==> config.mk <==
export PLATFORM = sky130hd
export DESIGN_NAME = pipe_reg_skid
export DESIGN_NICKNAME = d
export VERILOG_FILES = /design/src/rtl/pipe_reg_skid.sv
export SDC_FILE = /design/constraint.sdc
export NUM_CORES = 1
export LEC_CHECK = 0
export BUFFER_PORTS_ARGS = -buffer_cell sky130_fd_sc_hd__buf_2
export CORE_ASPECT_RATIO = 1.2
export CORE_UTILIZATION = 53
export DETAILED_ROUTE_END_ITERATION = 16
export PLACE_DENSITY_LB_ADDON = 0.05
export SYNTH_ARGS = -nofsm -noshare
export SYNTH_HDL_FRONTEND = slang
export SYNTH_SLANG_ARGS = --single-unit
==> constraint.sdc <==
create_clock -name clk -period 2.02 [get_ports clk]
set_input_delay 0.404 -clock clk [delete_from_list [all_inputs] [get_ports clk]]
set_output_delay 0.404 -clock clk [all_outputs]
set_load 0.02 [all_outputs]
==> src/rtl/pipe_reg_skid.sv <==
// Pipeline-stage register with valid/ready handshake, one-entry skid buffer,
// flush of in-flight beats and a saturating stall counter.
module pipe_reg_skid #(
    parameter int DATA_W = 64,
    parameter int CTRL_W = 8,
    parameter int CNT_W  = 16
) (
    input  logic              clk,
    input  logic              reset,
    input  logic              in_valid,
    output logic              in_ready,
    input  logic [DATA_W-1:0] in_data,
    input  logic [CTRL_W-1:0] in_ctrl,
    output logic              out_valid,
    input  logic              out_ready,
    output logic [DATA_W-1:0] out_data,
    output logic [CTRL_W-1:0] out_ctrl,
    input  logic              flush,
    output logic [CNT_W-1:0]  stall_count,
    output logic [1:0]        dbg_state
);

    // Handshake: a beat moves on a side only in a cycle where both valid and
    // ready are high at the posedge; valid never waits on ready, and in_ready
    // is a register that does not look at out_ready combinationally.
    typedef enum logic [1:0] {
        ST_EMPTY = 2'd0,
        ST_FULL  = 2'd1,
        ST_SKID  = 2'd2
    } state_t;

    localparam logic [CNT_W-1:0] CNT_MAX = '1;

    state_t            state, state_nxt;
    logic [DATA_W-1:0] main_data, skid_data;
    logic [CTRL_W-1:0] main_ctrl, skid_ctrl;
    logic              in_ready_q;
    logic [CNT_W-1:0]  stall_q;
    logic              accept, drain;
    logic              load_main_in, load_main_skid, load_skid;

    assign out_valid   = (state != ST_EMPTY);
    assign in_ready    = in_ready_q;
    assign accept      = in_valid & in_ready_q;
    assign drain       = out_valid & out_ready;
    assign out_data    = main_data;
    assign out_ctrl    = out_valid ? main_ctrl : '0;
    assign stall_count = stall_q;
    assign dbg_state   = state;

    always_comb begin
        state_nxt      = state;
        load_main_in   = 1'b0;
        load_main_skid = 1'b0;
        load_skid      = 1'b0;
        case (state)
            ST_EMPTY: begin
                if (accept) begin
                    state_nxt    = ST_FULL;
                    load_main_in = 1'b1;
                end
            end
            ST_FULL: begin
                if (accept && drain) begin
                    load_main_in = 1'b1;
                end else if (accept) begin
                    state_nxt = ST_SKID;
                    load_skid = 1'b1;
                end else if (drain) begin
                    state_nxt = ST_EMPTY;
                end
            end
            ST_SKID: begin
                if (drain) begin
                    state_nxt      = ST_FULL;
                    load_main_skid = 1'b1;
                end
            end
            default: state_nxt = ST_EMPTY;
        endcase
        // Flush kills every beat but leaves payload registers stale.
        if (flush) begin
            state_nxt      = ST_EMPTY;
            load_main_in   = 1'b0;
            load_main_skid = 1'b0;
            load_skid      = 1'b0;
        end
    end

    always_ff @(posedge clk) begin
        if (reset) begin
            state      <= ST_EMPTY;
            in_ready_q <= 1'b0;
            main_data  <= '0;
            main_ctrl  <= '0;
            skid_data  <= '0;
            skid_ctrl  <= '0;
            stall_q    <= '0;
        end else begin
            state      <= state_nxt;
            in_ready_q <= (state_nxt != ST_SKID);
            if (load_main_in) begin
                main_data <= in_data;
                main_ctrl <= in_ctrl;
            end else if (load_main_skid) begin
                main_data <= skid_data;
                main_ctrl <= skid_ctrl;
            end
            if (load_skid) begin
                skid_data <= in_data;
                skid_ctrl <= in_ctrl;
            end
            if (out_valid && !out_ready && stall_q != CNT_MAX) begin
                stall_q <= stall_q + 1'b1;
            end
        end
    end

endmodule
# Word level (Yosys, flattened, before mapping)
# Cells that the tools add are included.
# totals
out_inout_bits	92
inputBits	77
word_cells	43
reg_bits	163
# op_classes
eq_ne	4
n_addsub	1
mux	22
bitwise_logic	2
n_reduce_logical	7
# ops
operator	count
$mux 64	2
$mux 8	3
$add 16x1->16 const B	1
$ne 16x16->1 const B	1
$mux 2	6
$mux 1	9
$pmux 2 s3	1
$reduce_bool 2->1	2
$logic_and 1x1->1	3
$and 1x1->1	2
$eq 2x1->1 const B	1
$eq 2x2->1 const B	1
$logic_not 2->1	1
$ne 2x2->1 const B	1
$pmux 1 s2	1
$logic_not 1->1	1

# Logic depth before layout (Yosys ltp)
# depth
ltp_word	8
ltp_mapped	7
ltp_nobuf	5

# Least setup slack after synthesis
# No wires, ideal clock.
# synth_path
path_type	register -> register
startpoint	register stall_q[0], in the netlist stall_count[0]
endpoint	register stall_q[14], in the netlist stall_count[14]
n_path_buf	0
setup_ns	0.086
arrival_ns	1.700
path_slack_ns	0.234
stages_incl_launch_ff	6
period_less_slack_ns	1.786
required_ns	1.934
path_cell_list	dfxtp_1 -> ha_1 -> nand3_1 -> nor4_1 -> a31oi_1 -> a211oi_1
# synth_via
elab_chain_len	2
elab_cells_between_ends	3
classes_between	1 x add/sub; 1 x eq/ne; 1 x reduce/logical
# synth_rtl
item	line	text
from (decl)	38	logic [CNT_W-1:0] stall_q;
from (signal assigned)	114	stall_q <= stall_q + 1'b1;
branches (longest 2 deep; another with $add 16x1->16)	--	
# Several ways; the timed one is not identified.
# A chain may end at the register's enable or synchronous reset.

# Final worst setup path
# layout_path
startpoint	register stall_q[0], in the netlist stall_count[0]
endpoint	register stall_q[0], in the netlist stall_count[0]
# The elaborated chain is that of the path after synthesis.

==> impl_metrics.env <==
export IMPL_synth_top_family_by_area="simple AND/OR/NAND/NOR gates"
export IMPL_cts_buffers=17
export IMPL_r2r_start="stall_count[0]"
export IMPL_htree_levels=4
export IMPL_fin_setup_tns_ns=0
export IMPL_cp_arrival_ns=2.23
export IMPL_num_vias=5971
export IMPL_finalCriticalPeriod_ns=1.93
export IMPL_utilization_pct=66.6
export IMPL_design_area_um2=8400
export IMPL_syn_to_final_growth_pct=22.4
export IMPL_grt_util_all_layers_pct=24.5
export IMPL_yosysUniqueCellTypes=42
export IMPL_syn_instance_count=767
export IMPL_viasPerCell=5.50
export IMPL_grt_overflow=0
export IMPL_die_w_um=106
export IMPL_core_area_um2=12600
export IMPL_yosysWarningCount=0
export IMPL_clk_latency_ns=0.42
export IMPL_finalHoldViolations=0
export IMPL_cts_sinks=163
export IMPL_n_fill_cell=1100
export IMPL_drc_errors=0
export IMPL_p_total_uw=7070
export IMPL_antenna_found_initial=2
export IMPL_synth_ff_type="dfxtp_1"
export IMPL_p_per_area_nw_per_um2=842
export IMPL_yosysMostFrequentCell="dfxtp_1"
export IMPL_ys_top_cells_by_area="dfxtp_1 48%, mux2i_1 11%, nand2_1 8.1%, a211oi_1 6.6%, a21oi_1 5.8%"
export IMPL_synth_commonest_cells="163 x dfxtp_1, 149 x nand2_1, 89 x nor2_1"
export IMPL_drive_above_1_share_pct=26.7
export IMPL_synth_adder_area_share_pct=0.182
export IMPL_muxShareOfSynthArea_pct=12.7
export IMPL_reg2reg_slack_ns=0.09
export IMPL_cts_buffer_depth=2
export IMPL_start_util_pct=54.4
export IMPL_port_buffers=168
export IMPL_p_leak_uw=0.00321
export IMPL_drtAntennaViolNets=0
export IMPL_required_ns=2.33
export IMPL_synth_fp_nets=845
export IMPL_rows=45
export IMPL_yosysSeqAreaShare_pct=47.5
export IMPL_wl_um=16000
export IMPL_dpl_instance_area_um2=7800
export IMPL_post_route_period_util_pct=95.4
export IMPL_clock_root_buffer="clkbuf_16"
export IMPL_path_class="reg -> reg"
export IMPL_die_h_um=127
export IMPL_multi_input_area_um2=3270
export IMPL_drt_pass1_iterations=5
export IMPL_cts_setup_buffers=0
export IMPL_regToRegEndpoint="stall_count[0]"
export IMPL_setup_ws_ns=0.0930
export IMPL_grt_max_degree=105
export IMPL_min_from="flush"
export IMPL_min_to="dbg_state[0]"
export IMPL_maxCapViolCount=0
export IMPL_initialDrtViolationCount=231
export IMPL_r2r_cells=5
export IMPL_peakVddDrop_mv=0.501
export IMPL_fmax_mhz=519
export IMPL_synth_xor_area_share_pct=0
export IMPL_worst_setup_path_start_kind="flop"
export IMPL_synth_async_reset_ratio_pct=0
export IMPL_slew_viol_final=0
export IMPL_ios=169
export IMPL_postCtsHoldBufs=0
export IMPL_synth_top_area_share_pct=47.5
export IMPL_netlist_area_um2=6860
export IMPL_avgSynthCellArea_um2=8.95
export IMPL_hold_class="in -> reg"
export IMPL_cpPeakStageDelay_ns=0.47
export IMPL_end_kind="flop"
export IMPL_ys_ff_latch=163
export IMPL_worst_slew_pin_transition_ns=0.522
export IMPL_synthSimpleGateAreaFrac_pct=18.4
export IMPL_synth_top_area_cell="dfxtp_1"
export IMPL_hold_depth=2
export IMPL_path_clk_slew_ns=0.07
export IMPL_crit_chain="ha_1 -> nand3_1 -> nor2_2 -> a21oi_1 -> mux2_2"
export IMPL_grt_pass1_vias=5621
export IMPL_nets=986
export IMPL_die_area_um2=13400
export IMPL_cp_max_fo=10
export IMPL_cp_slowest_cell="dfxtp_1"
export IMPL_dp_slack_ns=0.123
export IMPL_synth_edff_count=0
export IMPL_slew_headroom_pct=65.2
export IMPL_wl_per_cell_um=14.8
export IMPL_regArea_um2=3260
export IMPL_synth_compound_area_share_pct=16.1
export IMPL_cts_tree="done"
export IMPL_dp_final_hpwl_um=10200
export IMPL_setup_violations=0
export IMPL_rsz0062_at_grt="false"
export IMPL_status="completed"
export IMPL_place_congestion=0.813
export IMPL_fin_skew_ns=0.0101
export IMPL_grt_pass1_wl_um=26500
flip-flops by register name, summed over array words and instances, names as in the netlist:
register / flops
main_ctrl: 8
skid_ctrl: 8
dbg_state: 2
out_data: 64
skid_data: 64
in_ready: 1
stall_count: 16
kinds of logic (layout without fill, tap and decap cells):
kind of cell,Yosys count,after routing
simple gates,292,292
compound gates,163,163
flops,163,163
mux,86,86
buf+inv,62,216
fa+ha+maj,1,1
other cells,0,1
worst max-delay path, delay by kind of cell, from the launching register on:
family	cells	cell delay, ns
simple gates	2	0.56
compound gates	1	0.19
fa+ha+maj	1	0.30
mux	1	0.31
flops	1	0.47
layout by cell type (no fill, tap or decap), types with 8 or more instances in the layout:
cell	netlist	layout
buf_2	18	167
dfxtp_1	163	163
nand2_1	149	148
nor2_1	89	88
a21oi_1	79	79
mux2i_1	76	76
a211oi_1	60	60
nor2b_1	17	17
clkbuf_16	0	17
a211oi_2	14	14
buf_12	0	9
mux2_2	8	8
through the flow:
stage / hold slack (ns) / std cells
finish: 0.206 / 1086
global route: 0.208 / 1086
CTS: 0.191 / 1085
detailed placement: 0.447 / 1053
global placement: 0.441 / 1053
floorplan: 0.436 / 767
layer usage:
| layer | GRT usage [%] | routed length [um] |
|---|---|---|
| met5 | 0 | 13 |
| met4 | 10.7 | 391 |
| met1 | 30.1 | 6920 |
| met3 | 6.06 | 874 |
| met2 | 40.6 | 7830 |
repair_timing:
item,in CTS,in global routing
hold endpoints to repair,0,0
endpoints found under the setup margin,9,0
gates resized for setup,2,0
worst max path at each step:
stage,startpoint,end,slack [ns]
2_1_floorplan,stall_count[0],stall_count[14],0.23
3_3_place_gp,out_ready,stall_count[9],0.15
3_5_place_dp,stall_count[0],stall_count[0],0.12
5_1_grt,stall_count[0],stall_count[0],0.009
4_1_cts,stall_count[0],stall_count[0],0.11
6_report,stall_count[0],stall_count[0],0.09
area by class of cell:
class,instances,area share (%)
inverter,3,0.134
tap,164,2.44
clock buffer,19,5.27
clock inverter,13,1.79
timing repair buffer,181,12.5
multi-input combinational,542,39.0
antenna,1,0.0298
sequential,163,38.8
where the power goes:
| part | switching (uW) | internal, uW |
|---|---|---|
| combinational | 325 | 205 |
| sequential | 44.8 | 3300 |
| clock | 1320 | 1880 |
Power figures use the tool's default switching activity.
